==> config.mk <==
export PLATFORM = sky130hd
export DESIGN_NAME = ramb4_s8_s16_fifo_ctl_flat
export DESIGN_NICKNAME = d
export VERILOG_FILES = /design/src/rtl/ramb4_s8_s16_fifo_ctl_if.sv /design/src/rtl/ramb4_s8_s16_fifo_ctl.sv /design/src/flat_wrapper.sv
export SDC_FILE = /design/constraint.sdc
export NUM_CORES = 1
export LEC_CHECK = 0
export BUFFER_PORTS_ARGS = -buffer_cell sky130_fd_sc_hd__buf_2
export CAP_MARGIN = 20
export CORE_MARGIN = 4
export CORE_UTILIZATION = 45
export CTS_CLUSTER_SIZE = 10
export DETAILED_ROUTE_END_ITERATION = 10
export PLACE_DENSITY = 0.88
export SETUP_SLACK_MARGIN = 0.4
export SLEW_MARGIN = 20
export SYNTH_ARGS = -nofsm -noshare
export SYNTH_HDL_FRONTEND = slang
export SYNTH_SLANG_ARGS = --single-unit
==> constraint.sdc <==
create_clock -name CLK -period 3.65 [get_ports CLK]
set_clock_uncertainty 0.15 [all_clocks]
set_input_delay 0.365 -clock CLK [delete_from_list [all_inputs] [get_ports CLK]]
set_output_delay 0.365 -clock CLK [all_outputs]
set_load 0.01 [all_outputs]
==> src/rtl/ramb4_s8_s16_fifo_ctl_if.sv <==
// Bus bundle between the FIFO controller, its byte producer / word consumer and the
// external dual-port 8/16 block RAM.
//   slave  : the controller (takes requests and RAM read data, drives flags and RAM ports)
//   master : the surrounding logic (producer, consumer and RAM instance)
interface ramb4_s8_s16_fifo_ctl_if;
  // Producer side
  logic [7:0]  DIN;
  logic        WR_EN;
  logic        FULL;
  logic        AFULL;
  // Consumer side
  logic        RD_EN;
  logic [15:0] DOUT;
  logic        DOUT_VALID;
  logic        EMPTY;
  logic        AEMPTY;
  // Status
  logic [9:0]  BYTE_COUNT;
  logic        OVERFLOW;
  logic        UNDERFLOW;
  // RAM port A (512 x 8)
  logic [8:0]  RAM_ADDRA;
  logic [7:0]  RAM_DIA;
  logic        RAM_ENA;
  logic        RAM_WEA;
  logic        RAM_RSTA;
  // RAM port B (256 x 16)
  logic [7:0]  RAM_ADDRB;
  logic [15:0] RAM_DIB;
  logic        RAM_ENB;
  logic        RAM_WEB;
  logic        RAM_RSTB;
  logic [15:0] RAM_DOB;

  modport slave (
    input  DIN, WR_EN, RD_EN, RAM_DOB,
    output FULL, AFULL, DOUT, DOUT_VALID, EMPTY, AEMPTY, BYTE_COUNT, OVERFLOW, UNDERFLOW,
    output RAM_ADDRA, RAM_DIA, RAM_ENA, RAM_WEA, RAM_RSTA,
    output RAM_ADDRB, RAM_DIB, RAM_ENB, RAM_WEB, RAM_RSTB
  );

  modport master (
    output DIN, WR_EN, RD_EN, RAM_DOB,
    input  FULL, AFULL, DOUT, DOUT_VALID, EMPTY, AEMPTY, BYTE_COUNT, OVERFLOW, UNDERFLOW,
    input  RAM_ADDRA, RAM_DIA, RAM_ENA, RAM_WEA, RAM_RSTA,
    input  RAM_ADDRB, RAM_DIB, RAM_ENB, RAM_WEB, RAM_RSTB
  );
endinterface

==> src/rtl/ramb4_s8_s16_fifo_ctl.sv <==
// Width-converting FIFO controller in front of a dual-port 8/16 block RAM.
// Bytes are written on port A (512 x 8), words are read on port B (256 x 16);
// even byte addresses land in DOUT[7:0], odd ones in DOUT[15:8].
//
// Ports:
//   CLK   - single rising-edge clock, shared with both RAM ports
//   RST   - asynchronous active-high reset
//   FLUSH - synchronous FIFO empty (only when RAMB4_FIFO_FLUSH_EN is defined)
//   bus   - slave modport: producer/consumer handshake, flags, status, RAM port A/B
//
// Optional feature macro: RAMB4_FIFO_FLUSH_EN adds the FLUSH input. FLUSH overrides any
// write/read that cycle and leaves OVERFLOW/UNDERFLOW untouched.
module ramb4_s8_s16_fifo_ctl #(
  parameter int unsigned AFULL_LEVEL  = 480,
  parameter int unsigned AEMPTY_LEVEL = 4
) (
  input  logic CLK,
  input  logic RST,
`ifdef RAMB4_FIFO_FLUSH_EN
  input  logic FLUSH,
`endif
  ramb4_s8_s16_fifo_ctl_if.slave bus
);

  localparam logic [9:0] AfullLvl  = 10'(AFULL_LEVEL);
  localparam logic [9:0] AemptyLvl = 10'(AEMPTY_LEVEL);

  logic [9:0] wr_ptr_q, wr_ptr_d;
  logic [8:0] rd_ptr_q, rd_ptr_d;
  logic [9:0] count_q, count_d;
  logic       dout_valid_q, dout_valid_d;
  logic       overflow_q, overflow_d;
  logic       underflow_q, underflow_d;

  logic full, empty, wr_acc, rd_acc, flush;

`ifdef RAMB4_FIFO_FLUSH_EN
  assign flush = FLUSH;
`else
  assign flush = 1'b0;
`endif

  // Pointer MSBs are lap bits; the RAM only sees the low address bits.
  logic unused_ptr_msbs;
  assign unused_ptr_msbs = wr_ptr_q[9] ^ rd_ptr_q[8];

  assign full  = (count_q == 10'd512);
  assign empty = (count_q < 10'd2);

  always_comb begin
    wr_acc = bus.WR_EN & ~full & ~flush;
    rd_acc = bus.RD_EN & ~empty & ~flush;

    wr_ptr_d     = wr_ptr_q + {9'd0, wr_acc};
    rd_ptr_d     = rd_ptr_q + {8'd0, rd_acc};
    count_d      = count_q + {9'd0, wr_acc} - (rd_acc ? 10'd2 : 10'd0);
    dout_valid_d = rd_acc;
    overflow_d   = overflow_q | (bus.WR_EN & full);
    underflow_d  = underflow_q | (bus.RD_EN & empty);

    if (flush) begin
      wr_ptr_d = '0;
      rd_ptr_d = '0;
      count_d  = '0;
    end
  end

  always_ff @(posedge CLK or posedge RST) begin
    if (RST) begin
      wr_ptr_q     <= '0;
      rd_ptr_q     <= '0;
      count_q      <= '0;
      dout_valid_q <= 1'b0;
      overflow_q   <= 1'b0;
      underflow_q  <= 1'b0;
    end else begin
      wr_ptr_q     <= wr_ptr_d;
      rd_ptr_q     <= rd_ptr_d;
      count_q      <= count_d;
      dout_valid_q <= dout_valid_d;
      overflow_q   <= overflow_d;
      underflow_q  <= underflow_d;
    end
  end

  // Flags and status
  assign bus.FULL       = full;
  assign bus.EMPTY      = empty;
  assign bus.AFULL      = (count_q >= AfullLvl);
  assign bus.AEMPTY     = (count_q <= AemptyLvl);
  assign bus.BYTE_COUNT = count_q;
  assign bus.OVERFLOW   = overflow_q;
  assign bus.UNDERFLOW  = underflow_q;

  // Read data comes straight from the RAM output register (1-cycle latency)
  assign bus.DOUT       = bus.RAM_DOB;
  assign bus.DOUT_VALID = dout_valid_q;

  // RAM port A: byte writes only
  assign bus.RAM_ADDRA = wr_ptr_q[8:0];
  assign bus.RAM_DIA   = bus.DIN;
  assign bus.RAM_ENA   = wr_acc;
  assign bus.RAM_WEA   = wr_acc;
  assign bus.RAM_RSTA  = 1'b0;

  // RAM port B: word reads only
  assign bus.RAM_ADDRB = rd_ptr_q[7:0];
  assign bus.RAM_DIB   = 16'h0000;
  assign bus.RAM_ENB   = rd_acc;
  assign bus.RAM_WEB   = 1'b0;
  assign bus.RAM_RSTB  = 1'b0;

endmodule

==> src/flat_wrapper.sv <==
// flat-port wrapper written by rule: the top's interface ports become plain ports
module ramb4_s8_s16_fifo_ctl_flat 
#(
  parameter int unsigned AFULL_LEVEL  = 480,
  parameter int unsigned AEMPTY_LEVEL = 4
)
  (CLK, RST, bus_DIN, bus_WR_EN, bus_RD_EN, bus_RAM_DOB, bus_FULL, bus_AFULL, bus_DOUT, bus_DOUT_VALID, bus_EMPTY, bus_AEMPTY, bus_BYTE_COUNT, bus_OVERFLOW, bus_UNDERFLOW, bus_RAM_ADDRA, bus_RAM_DIA, bus_RAM_ENA, bus_RAM_WEA, bus_RAM_RSTA, bus_RAM_ADDRB, bus_RAM_DIB, bus_RAM_ENB, bus_RAM_WEB, bus_RAM_RSTB);
  ramb4_s8_s16_fifo_ctl_if bus_i ();
  input  logic CLK;
  input  logic RST;
  input wire logic [$bits(bus_i.DIN)-1:0] bus_DIN;
  input wire logic [$bits(bus_i.WR_EN)-1:0] bus_WR_EN;
  input wire logic [$bits(bus_i.RD_EN)-1:0] bus_RD_EN;
  input wire logic [$bits(bus_i.RAM_DOB)-1:0] bus_RAM_DOB;
  output wire logic [$bits(bus_i.FULL)-1:0] bus_FULL;
  output wire logic [$bits(bus_i.AFULL)-1:0] bus_AFULL;
  output wire logic [$bits(bus_i.DOUT)-1:0] bus_DOUT;
  output wire logic [$bits(bus_i.DOUT_VALID)-1:0] bus_DOUT_VALID;
  output wire logic [$bits(bus_i.EMPTY)-1:0] bus_EMPTY;
  output wire logic [$bits(bus_i.AEMPTY)-1:0] bus_AEMPTY;
  output wire logic [$bits(bus_i.BYTE_COUNT)-1:0] bus_BYTE_COUNT;
  output wire logic [$bits(bus_i.OVERFLOW)-1:0] bus_OVERFLOW;
  output wire logic [$bits(bus_i.UNDERFLOW)-1:0] bus_UNDERFLOW;
  output wire logic [$bits(bus_i.RAM_ADDRA)-1:0] bus_RAM_ADDRA;
  output wire logic [$bits(bus_i.RAM_DIA)-1:0] bus_RAM_DIA;
  output wire logic [$bits(bus_i.RAM_ENA)-1:0] bus_RAM_ENA;
  output wire logic [$bits(bus_i.RAM_WEA)-1:0] bus_RAM_WEA;
  output wire logic [$bits(bus_i.RAM_RSTA)-1:0] bus_RAM_RSTA;
  output wire logic [$bits(bus_i.RAM_ADDRB)-1:0] bus_RAM_ADDRB;
  output wire logic [$bits(bus_i.RAM_DIB)-1:0] bus_RAM_DIB;
  output wire logic [$bits(bus_i.RAM_ENB)-1:0] bus_RAM_ENB;
  output wire logic [$bits(bus_i.RAM_WEB)-1:0] bus_RAM_WEB;
  output wire logic [$bits(bus_i.RAM_RSTB)-1:0] bus_RAM_RSTB;
  assign bus_i.DIN = bus_DIN;
  assign bus_i.WR_EN = bus_WR_EN;
  assign bus_i.RD_EN = bus_RD_EN;
  assign bus_i.RAM_DOB = bus_RAM_DOB;
  assign bus_FULL = bus_i.FULL;
  assign bus_AFULL = bus_i.AFULL;
  assign bus_DOUT = bus_i.DOUT;
  assign bus_DOUT_VALID = bus_i.DOUT_VALID;
  assign bus_EMPTY = bus_i.EMPTY;
  assign bus_AEMPTY = bus_i.AEMPTY;
  assign bus_BYTE_COUNT = bus_i.BYTE_COUNT;
  assign bus_OVERFLOW = bus_i.OVERFLOW;
  assign bus_UNDERFLOW = bus_i.UNDERFLOW;
  assign bus_RAM_ADDRA = bus_i.RAM_ADDRA;
  assign bus_RAM_DIA = bus_i.RAM_DIA;
  assign bus_RAM_ENA = bus_i.RAM_ENA;
  assign bus_RAM_WEA = bus_i.RAM_WEA;
  assign bus_RAM_RSTA = bus_i.RAM_RSTA;
  assign bus_RAM_ADDRB = bus_i.RAM_ADDRB;
  assign bus_RAM_DIB = bus_i.RAM_DIB;
  assign bus_RAM_ENB = bus_i.RAM_ENB;
  assign bus_RAM_WEB = bus_i.RAM_WEB;
  assign bus_RAM_RSTB = bus_i.RAM_RSTB;
  ramb4_s8_s16_fifo_ctl #(.AFULL_LEVEL(AFULL_LEVEL), .AEMPTY_LEVEL(AEMPTY_LEVEL)) u_core (.CLK(CLK), .RST(RST), .bus(bus_i));
endmodule
**Word level (Yosys, flattened, before mapping)**

Cells that the tools add are included.

- Add/subtract/negate cells: 4
- Order comparisons: 3
- Eq/ne operators: 1
- Mux-type cells: 1
- Bitwise operators: 8

Operators with widths:

| kind | count |
|---|---|
| $add A10 B1 Y10 | 2 |
| $eq A10 B10 Y1 const B | 1 |
| $ge A10 B9 Y1 const B | 1 |
| $le A10 B3 Y1 const B | 1 |
| $lt A10 B2 Y1 const B | 1 |
| $sub A10 B10 Y10 | 1 |
| $add A9 B1 Y9 | 1 |
| $and A1 B1 Y1 | 4 |
| $mux W2 | 1 |
| $not A1 Y1 | 2 |
| $or A1 B1 Y1 | 2 |

- Register bits: 32
- Input port bits: 28

**Depth between registers and ports, before layout**

Gate-level depths: netlist (run 1).

- Word-level depth: 5
- Depth in mapped cells: 13
- Mapped depth without buffers: 13

**Worst setup path after synthesis (run 1)**

Ideal clock, no wire load.

- Path kind: reg-to-reg
- Start: reg u_core.count_q[5], in the netlist u_core.bus.BYTE_COUNT[5]
- End: reg u_core.count_q[9], in the netlist u_core.bus.BYTE_COUNT[9]
- Setup time: 0.079 ns
- Arrival time: 2.889 ns
- Data required time: 3.421 ns
- Path slack: 0.532 ns
- Stages on the path, launching flop included: 13
- Cell sequence: dfrtp_1 -> inv_1 -> ha_1 -> and3_1 -> and3_1 -> a211oi_1 -> nand2b_1 -> ha_1 -> ha_1 -> o21a_1 -> o221a_4 -> a221oi_2 -> xor2_1

- Longest elaborated chain between the ends: 5

RTL lines:

| element | RTL line | RTL |
|---|---|---|
| from (decl) | ramb4_s8_s16_fifo_ctl.sv:30 | `logic [9:0] count_q, count_d;` |
| from (signal assigned) | ramb4_s8_s16_fifo_ctl.sv:79 | `count_q <= count_d;` |
| $lt A10 B2 Y1 | ramb4_s8_s16_fifo_ctl.sv:48 | `assign empty = (count_q < 10'd2);` |
| net bus_EMPTY | flat_wrapper.sv:19 | `output wire logic [$bits(bus_i.EMPTY)-1:0] bus_EMPTY;` |
| $not A1 Y1 | ramb4_s8_s16_fifo_ctl.sv:52 | `rd_acc = bus.RD_EN & ~empty & ~flush;` |
| $and A1 B1 Y1 | ramb4_s8_s16_fifo_ctl.sv:52 |  |
| $mux W2 | ramb4_s8_s16_fifo_ctl.sv:56 | `count_d = count_q + {9'd0, wr_acc} - (rd_acc ? 10'd2 : 10'd0);` |
| $sub A10 B10 Y10 | ramb4_s8_s16_fifo_ctl.sv:56 |  |
| net u_core.count_d[9] | ramb4_s8_s16_fifo_ctl.sv:30 |  |

The timed path passes the listed nets, and every way through them passes these cells.

**Worst setup path after layout (run 1)**

- Start: reg u_core.count_q[5], in the netlist u_core.bus.BYTE_COUNT[5]
- End: reg u_core.count_q[9], in the netlist u_core.bus.BYTE_COUNT[9]

- Longest elaborated chain between the ends: 5

RTL lines:

| element | RTL line |
|---|---|
| $eq A10 B10 Y1 / $lt A10 B2 Y1 (equally long branches) | ramb4_s8_s16_fifo_ctl.sv:47, ramb4_s8_s16_fifo_ctl.sv:48 |
| $not A1 Y1 (on tied branches) | ramb4_s8_s16_fifo_ctl.sv:51, ramb4_s8_s16_fifo_ctl.sv:52 |
| $and A1 B1 Y1 (on tied branches) | ramb4_s8_s16_fifo_ctl.sv:51, ramb4_s8_s16_fifo_ctl.sv:52 |
| $add A10 B1 Y10 / $mux W2 (equally long branches) | ramb4_s8_s16_fifo_ctl.sv:56 |
| $sub A10 B10 Y10 * | ramb4_s8_s16_fifo_ctl.sv:56 |
| net u_core.count_d[9] | ramb4_s8_s16_fifo_ctl.sv:30 |

Mark *: on every way through the listed nets, which the timed path passes. The rest lies on a longest branch.

==> impl_metrics.sql, run 1 <==
INSERT INTO impl_metrics (metric_group, metric, value, unit) VALUES
('setup_path', 'crit_path_top_delay_cell', 'sky130_fd_sc_hd__dfrtp_1', ''),
('synthesis', 'yosys.cell_types.count', '33', ''),
('outcome', 'run_status', 'finished with violations', ''),
('job', 'drv_cap', '0', ''),
('drt', 'route.final.wire_length', '3710', 'um'),
('power_and_ir_drop', 'worst_ir_drop_vdd', '0.321', 'mV'),
('power_and_ir_drop', 'power.clock.fraction', '0.135', ''),
('timing', 'drv_slew', '0', ''),
('power_and_ir_drop', 'power.static_leakage', '1.12', 'nW'),
('synthesis', 'syn_area', '1980', 'um2'),
('power_and_ir_drop', 'p_sw_frac', '0.438', ''),
('setup_path', 'critical_path.most_common_cell', 'sky130_fd_sc_hd__ha_1', ''),
('setup_path', 'cp_data_arrival_time', '3150', 'ps'),
('cts', 'clock_sinks', '30', ''),
('cells_and_area', 'total_area_of_multi_input_combinational_cells', '917', 'um2'),
('outcome', 'violations', 'negative hold slack', ''),
('die', 'io_pins', '108', ''),
('timing', 'maxClockFrequency', '323', 'MHz'),
('cts', 'worst_skew_pair.late_latency', '280', 'ps'),
('synthesis', 'synth_top_area_frac', '0.380', ''),
('cells_and_area', 'nets_final', '264', ''),
('setup_path', 'max_stage_delay', '420', 'ps'),
('synthesis', 'synth_async_sr_flop_share', '1.00', ''),
('die', 'fp.dieH', '74.3', 'um'),
('timing', 'fin_hold_viols', '11', ''),
('die', 'initial_core_util', '0.480', ''),
('synthesis', 'yosys-top-cells-area', 'sky130_fd_sc_hd__dfrtp_1, sky130_fd_sc_hd__buf_4, sky130_fd_sc_hd__ha_1, sky130_fd_sc_hd__xnor2_1, sky130_fd_sc_hd__xor2_1', ''),
('synthesis', 'synth-warning-count', '0', ''),
('setup_path', 'worst-endpoint-required', '3700', 'ps'),
('setup_path', 'startpoint_type', 'flop', ''),
('timing', 'finalWorstPathRequiredPeriod', '3090', 'ps'),
('setup_path', 'timing.critical_path.fanout_max', '5', ''),
('die', 'die_width', '74.3', 'um'),
('synthesis', 'netlist_instances', '190', ''),
('drt', 'routed_wire_length_per_instance', '14.1', 'um'),
('synthesis', 'synthFlopType', 'sky130_fd_sc_hd__dfrtp_1', ''),
('power_and_ir_drop', 'intPower', '0.00116', 'W'),
('grt', 'number_of_antenna_violations_at_the_first_check_in_global_routing', '0', ''),
('grt', 'wire_length_of_the_first_global_routing_pass', '5800', 'um'),
('grt', 'remaining_overflow_grt', '0', ''),
('setup_path', 'worstPathCellList', 'inv_1 > ha_1 > and3_1 > and3_1 > a211oi_2 > nand2b_1 > ha_1 > ha_1 > o21a_1 > o221a_4 > a221oi_2 > xor2_1', ''),
('synthesis', 'synth_largest_area_cell', 'sky130_fd_sc_hd__dfrtp_1', ''),
('timing', 'final.setup.tns', '0', 'ps'),
('cts', 'root_buffer', 'sky130_fd_sc_hd__clkbuf_8', ''),
('setup_path', 'reg2regPathDepth', '12', ''),
('cts', 'clock_buffer_count_from_cts', '5', ''),
('drt', 'viasPerCell', '4.92', ''),
('worst_hold_path', 'timing.hold.worst.class', 'primary input to async pin', ''),
('die', 'core-area', '4120', 'um2'),
('place', 'gp_congestion', '0.875', ''),
('setup_path', 'worst_r2r_endpoint', 'u_core.bus.BYTE_COUNT[9]', ''),
('place', 'port_buffers', '40', ''),
('cts', 'tritoncts', 'done', ''),
('timing', 'rsz0062_at_grt', 'no', ''),
('synthesis', 'synth_sequential_area_ratio', '0.380', ''),
('cts', 'ctsLongestPathBuffers', '2', ''),
('setup_path', 'worst-setup-path-type', 'flop to flop', ''),
('setup_path', 'cp_top_family', 'compound AO/OA/AOI/OAI gates', ''),
('cells_and_area', 'final.fill_count', '389', ''),
('drt', 'drt-initial-drc-count', '51', ''),
('die', 'floorplan.die_area', '5510', 'um2'),
('grt', 'grt_pass1_vias', '1166', ''),
('setup_path', 'setup.worst_path.start', 'u_core.bus.BYTE_COUNT[5]', ''),
('drt', 'drt_pre_antenna_iters', '4', ''),
('synthesis', 'yosys_register_bits', '30', ''),
('power_and_ir_drop', 'comb_power_share', '0.560', ''),
('cells_and_area', 'sequential_cell_area', '751', 'um2'),
('cts', 'cts.clk_slew.worst_paths', '70', 'ps'),
('grt', 'grt.total_usage', '0.144', ''),
('timing', 'hold-worst-slack', '-2.79', 'ps'),
('synthesis', 'synth_enable_flop_cells', '0', '');
[kinds of logic (layout without fill, tap and decap cells)]
logic type | after synthesis | count (layout) | synth area share
and+or+nand+nor | 37 | 37 | 0.102
xor gates and xnor gates | 21 | 21 | 0.0931
AOI/OAI and AO/OA | 19 | 19 | 0.0773
adders and majority gates | 24 | 24 | 0.152
other | 1 | 19 | 0.00190
DFF | 30 | 30 | 0.380
buffers and inverters | 58 | 63 | 0.194
[state kept, by name, summed over array words and instances, names as in the netlist]
name and flops:
u_core.bus.BYTE_COUNT 10, u_core.wr_ptr_q 9, u_core.rd_ptr_q 8, u_core.bus.DOUT_VALID 1
u_core.bus.OVERFLOW 1, u_core.bus.UNDERFLOW 1
[cells in the final DEF (no fill, tap or decap), types with 2 or more instances in the layout]
master,synthesis,routed
sky130_fd_sc_hd__buf_2,0,40
sky130_fd_sc_hd__dfrtp_1,30,30
sky130_fd_sc_hd__ha_1,24,23
sky130_fd_sc_hd__conb_1,1,19
sky130_fd_sc_hd__inv_1,14,13
sky130_fd_sc_hd__xnor2_1,11,11
sky130_fd_sc_hd__xor2_1,10,10
sky130_fd_sc_hd__nor2_1,7,7
sky130_fd_sc_hd__nand2_1,6,6
sky130_fd_sc_hd__nand3_1,6,6
sky130_fd_sc_hd__clkbuf_8,0,6
sky130_fd_sc_hd__nor2b_1,5,5
sky130_fd_sc_hd__and3_1,3,3
sky130_fd_sc_hd__a31oi_1,3,3
sky130_fd_sc_hd__and4_1,2,2
sky130_fd_sc_hd__nand4_1,2,2
sky130_fd_sc_hd__o21bai_1,2,2
sky130_fd_sc_hd__a21oi_1,2,2
sky130_fd_sc_hd__a21o_1,2,2
[what timing repair did]
| action | in CTS | in global routing |
|---|---|---|
| endpoints found under the setup margin | 0 | 4 |
| setup buffers | 0 | 0 |
| hold buffers | 0 | 0 |
| hold endpoints to repair | 0 | 0 |
| resized for setup | 0 | 5 |
[synth_stat cells, types with 2 or more instances]
| cell | n |
|---|---|
| sky130_fd_sc_hd__xnor2_1 | 11 |
| sky130_fd_sc_hd__and3_1 | 3 |
| sky130_fd_sc_hd__nor2_1 | 7 |
| sky130_fd_sc_hd__ha_1 | 24 |
| sky130_fd_sc_hd__nand2_1 | 6 |
| sky130_fd_sc_hd__a21oi_1 | 2 |
| sky130_fd_sc_hd__buf_4 | 44 |
| sky130_fd_sc_hd__inv_1 | 14 |
| sky130_fd_sc_hd__xor2_1 | 10 |
| sky130_fd_sc_hd__nand3_1 | 6 |
| sky130_fd_sc_hd__and4_1 | 2 |
| sky130_fd_sc_hd__nor2b_1 | 5 |
| sky130_fd_sc_hd__o21ai_0 | 2 |
| sky130_fd_sc_hd__dfrtp_1 | 30 |
| sky130_fd_sc_hd__a21o_1 | 2 |
| sky130_fd_sc_hd__o21bai_1 | 2 |
| sky130_fd_sc_hd__nand4_1 | 2 |
| sky130_fd_sc_hd__a31oi_1 | 3 |
[layer usage]
metal | part of all wire | global-route usage | up-vias
met2 | 0.46 | 0.211 | 71
met3 | 0.12 | 0.0662 | 12
li1 | - | - | 609
met4 | 0.026 | 0.0830 | 0
met1 | 0.40 | 0.174 | 601
met5 | 0 | 0 | -
[through the flow]
stage | utilization | area [um2] | setup slack [ps] | instances | hold WS [ps]
CTS | 0.505 | 2080 | 434 | 263 | 4.02
detailed placement | 0.482 | 1980 | 466 | 255 | 290
global placement | 0.482 | 1980 | 662 | 255 | 288
global route | 0.507 | 2090 | 412 | 263 | 27.2
floorplan | - | 2040 | 532 | 208 | 306
finish | 0.507 | 2090 | 555 | 263 | -2.79
[power groups by stage]
| stage | combinational [W] | clock, W | sequential (W) |
|---|---|---|---|
| 2_1_floorplan | 0.000774 | 0 | 0.000681 |
| 3_3_place_gp | 0.00110 | 0 | 0.000624 |
| 3_5_place_dp | 0.00113 | 0 | 0.000633 |
| 4_1_cts | 0.00114 | 0.000291 | 0.000627 |
| 5_1_grt | 0.00129 | 0.000310 | 0.000653 |
| 6_report | 0.00115 | 0.000279 | 0.000626 |
[tightest hold or removal path: stages]
cell and delay (ps):
sky130_fd_sc_hd__buf_2 90, sky130_fd_sc_hd__inv_1 40, sky130_fd_sc_hd__buf_4 350
[layout make-up]
| class | count | area share |
|---|---|---|
| multi-input cells | 120 | 0.440 |
| flip-flops and latches | 30 | 0.360 |
| repair buffers | 41 | 0.0996 |
| clock buffers | 6 | 0.0396 |
| well taps | 50 | 0.0300 |
| inverters | 14 | 0.0252 |
| clock inverters | 2 | 0.00600 |
[how the worst max path moves through the flow]
| stage | slack [ps] | depth (start not counted) | to |
|---|---|---|---|
| floorplan | 530 | 12 | u_core.bus.BYTE_COUNT[9] |
| global placement | 660 | 12 | u_core.bus.BYTE_COUNT[9] |
| detailed placement | 470 | 12 | u_core.bus.BYTE_COUNT[9] |
| CTS | 430 | 12 | u_core.bus.BYTE_COUNT[9] |
| global route | 410 | 12 | u_core.bus.BYTE_COUNT[9] |
| finish | 560 | 12 | u_core.bus.BYTE_COUNT[9] |
No activity file was read; power rests on OpenSTA's default activity.
==> run 2, diff against run 1 <==
clock period = 3 ns   (was 3.65 ns; I/O delays follow)
==> impl_metrics.sql, run 2 (synthesis gave the netlist of run 1 again) <==
INSERT INTO impl_metrics (metric_group, metric, value, unit) VALUES
('die', 'fp.dieH', '74.3', 'um'),
('cells_and_area', 'drive_gt1_frac', '0.444', ''),
('cts', 'ctsLongestPathBuffers', '2', ''),
('power_and_ir_drop', 'power.static_leakage', '1.24', 'nW'),
('drt', 'detail-route-antenna-nets', '0', ''),
('place', 'post-place-ws', '173', 'ps'),
('cells_and_area', 'nets_final', '286', ''),
('setup_path', 'critPathCaptureType', 'flop', ''),
('power_and_ir_drop', 'power_per_cell_area', '1290', 'nW/um2'),
('place', 'port_buffers', '40', ''),
('place', 'placedCellCount', '255', ''),
('grt', 'grt_pass1_vias', '1348', ''),
('timing', 'hold-worst-slack', '75.6', 'ps'),
('job', 'drv_cap', '0', ''),
('timing', 'fin_hold_viols', '0', ''),
('timing', 'final.setup.tns', '0', 'ps'),
('grt', 'remaining_overflow_grt', '0', ''),
('place', 'detailed_place.area', '2090', 'um2'),
('drt', 'viasPerCell', '4.92', ''),
('grt', 'wire_length_of_the_first_global_routing_pass', '6310', 'um'),
('place', 'dp_wirelength', '2960', 'um'),
('setup_path', 'worst-endpoint-required', '3060', 'ps'),
('timing', 'tightest_slew', '635', 'ps'),
('cts', 'clock_sinks', '30', ''),
('drt', 'remaining_drc_errors', '0', ''),
('setup_path', 'critical_path.most_common_cell', 'sky130_fd_sc_hd__ha_4', ''),
('cells_and_area', 'syn2layout_area_growth', '23.2', '%'),
('timing', 'maxClockFrequency', '359', 'MHz'),
('drt', 'num_vias', '1398', ''),
('die', 'die_width', '74.3', 'um'),
('cts', 'tritoncts', 'done', ''),
('drt', 'drt_pre_antenna_iters', '4', ''),
('drt', 'routed_wire_length_per_instance', '14.9', 'um'),
('drt', 'drt-initial-drc-count', '46', ''),
('setup_path', 'max_stage_delay', '410', 'ps'),
('die', 'initial_core_util', '0.480', ''),
('cts', 'cts_htree_levels', '2', ''),
('power_and_ir_drop', 'worst_ir_drop_vdd', '0.515', 'mV'),
('die', 'io_pins', '108', ''),
('cts', 'cts.clk_slew.worst_paths', '60', 'ps'),
('timing', 'rsz0062_at_grt', 'yes', ''),
('timing', 'finalWorstPathRequiredPeriod', '2780', 'ps'),
('cells_and_area', 'fin_area', '2430', 'um2'),
('setup_path', 'timing.critical_path.fanout_max', '3', ''),
('drt', 'route.final.wire_length', '4230', 'um'),
('cells_and_area', 'layout.cells.most_common', 'sky130_fd_sc_hd__buf_2', ''),
('setup_path', 'crit_path_top_delay_cell', 'sky130_fd_sc_hd__dfrtp_2', ''),
('cts', 'clock_buffer_count_from_cts', '5', ''),
('die', 'floorplan.die_area', '5510', 'um2'),
('timing', 'setup_viol', '0', ''),
('timing', 'fin_ws', '217', 'ps'),
('worst_hold_path', 'timing.hold.worst.class', 'primary input to flop', ''),
('setup_path', 'cp_data_arrival_time', '2840', 'ps'),
('die', 'rows', '23', ''),
('grt', 'number_of_antenna_violations_at_the_first_check_in_global_routing', '0', ''),
('cells_and_area', 'largest_register_ffs', '10', ''),
('timing', 'timing.max_slew.rel_slack', '0.576', ''),
('cts', 'worst_skew_pair.late_latency', '280', 'ps'),
('place', 'gp_congestion', '0.854', ''),
('cells_and_area', 'layout_common_cells', 'sky130_fd_sc_hd__buf_2, sky130_fd_sc_hd__dfrtp_1, sky130_fd_sc_hd__buf_4, sky130_fd_sc_hd__conb_1, sky130_fd_sc_hd__ha_1', ''),
('die', 'core-area', '4120', 'um2'),
('grt', 'grt.total_usage', '0.153', ''),
('setup_path', 'worst-setup-path-type', 'flop to flop', ''),
('cells_and_area', 'stdcell_count', '284', ''),
('cells_and_area', 'diode_count', '0', ''),
('grt', 'grt_max_degree', '17', ''),
('cts', 'root_buffer', 'sky130_fd_sc_hd__clkbuf_8', ''),
('setup_path', 'worstPathCellList', 'inv_2 > ha_4 > and3_4 > and3_4 > a211oi_4 > nand2b_4 > ha_4 > ha_4 > or3_4 > o221a_4 > buf_4 > a21boi_2 > xor2_1', ''),
('timing', 'layout_worst_path_cycle_share', '0.928', ''),
('setup_path', 'startpoint_type', 'flop', ''),
('timing', 'drv_slew', '0', ''),
('outcome', 'run_status', 'finished, final reports clean', '');
## run 2: cell count changes in the layout (fill, tap and decap cells not counted), sizes merged
cell         change
clkinvlp         -1
buf             +21
bufinv           +1
clkinv           -1
dlygate4sd3      +1
## run 2: final timing paths
kind                                               start                  endpoint  slack (ps)  cells after the start
worst max register to register  u_core.bus.BYTE_COUNT[5]  u_core.bus.BYTE_COUNT[7]         220                     13
min in group asynchronous                            RST        u_core.wr_ptr_q[7]         500                      3
worst min register to register       u_core.bus.OVERFLOW       u_core.bus.OVERFLOW         300                      1
max in group asynchronous                            RST  u_core.bus.BYTE_COUNT[5]        1530                      4
worst min-delay path                           bus_WR_EN       u_core.bus.OVERFLOW          80                      2
worst max-delay path            u_core.bus.BYTE_COUNT[5]  u_core.bus.BYTE_COUNT[7]         220                     13
## run 2: power breakdown
group,internal (W),leakage (nW),switching [W]
Sequential,0.000598,0.366,0.000165
Combinational,0.00101,0.821,0.000953
Clock,0.000265,0.0573,0.000146
Total,0.00188,1.24,0.00126
## run 2: metrics by stage
| stage | power, W | utilization |
|---|---|---|
| 2_1_floorplan | 0.00192 | - |
| 3_5_place_dp | 0.00230 | 0.507 |
| 4_1_cts | 0.00293 | 0.569 |
| 3_3_place_gp | 0.00225 | 0.507 |
| 5_1_grt | 0.00337 | 0.591 |
| 6_report | 0.00314 | 0.591 |
## run 2: timing repair
item,in CTS,in global routing
setup buffers,15,6
setup endpoints to repair,5,8
gates resized for setup,5,13
endpoints found under the hold margin,15,0
pin swaps,6,9
hold buffers,1,0
## run 2: final cells by class
class                      count  area (um2)
tap                           50        62.6
multi-input combinational    120        1070
clock inverter                 1        30.0
fill                         331        1680
timing repair buffer          63         383
clock buffer                   6        82.6
inverter                      14        52.6
sequential                    30         752
## run 2: worst max-delay path, delay by kind of cell, from the launching register on
kind,cells,cell delay (ps)
AOI/OAI and AO/OA,3,440
xor gates and xnor gates,1,160
adders and majority gates,3,460
buffers and inverters,2,230
DFF,1,410
and+or+nand+nor,4,860
## run 2: routing by layer
metal,track usage,vias to the layer above,routed length [um]
li1,-,653,-
met1,0.166,661,1640
met4,0.0830,0,131
met5,0,-,0
met3,0.0486,15,335
met2,0.265,69,2120
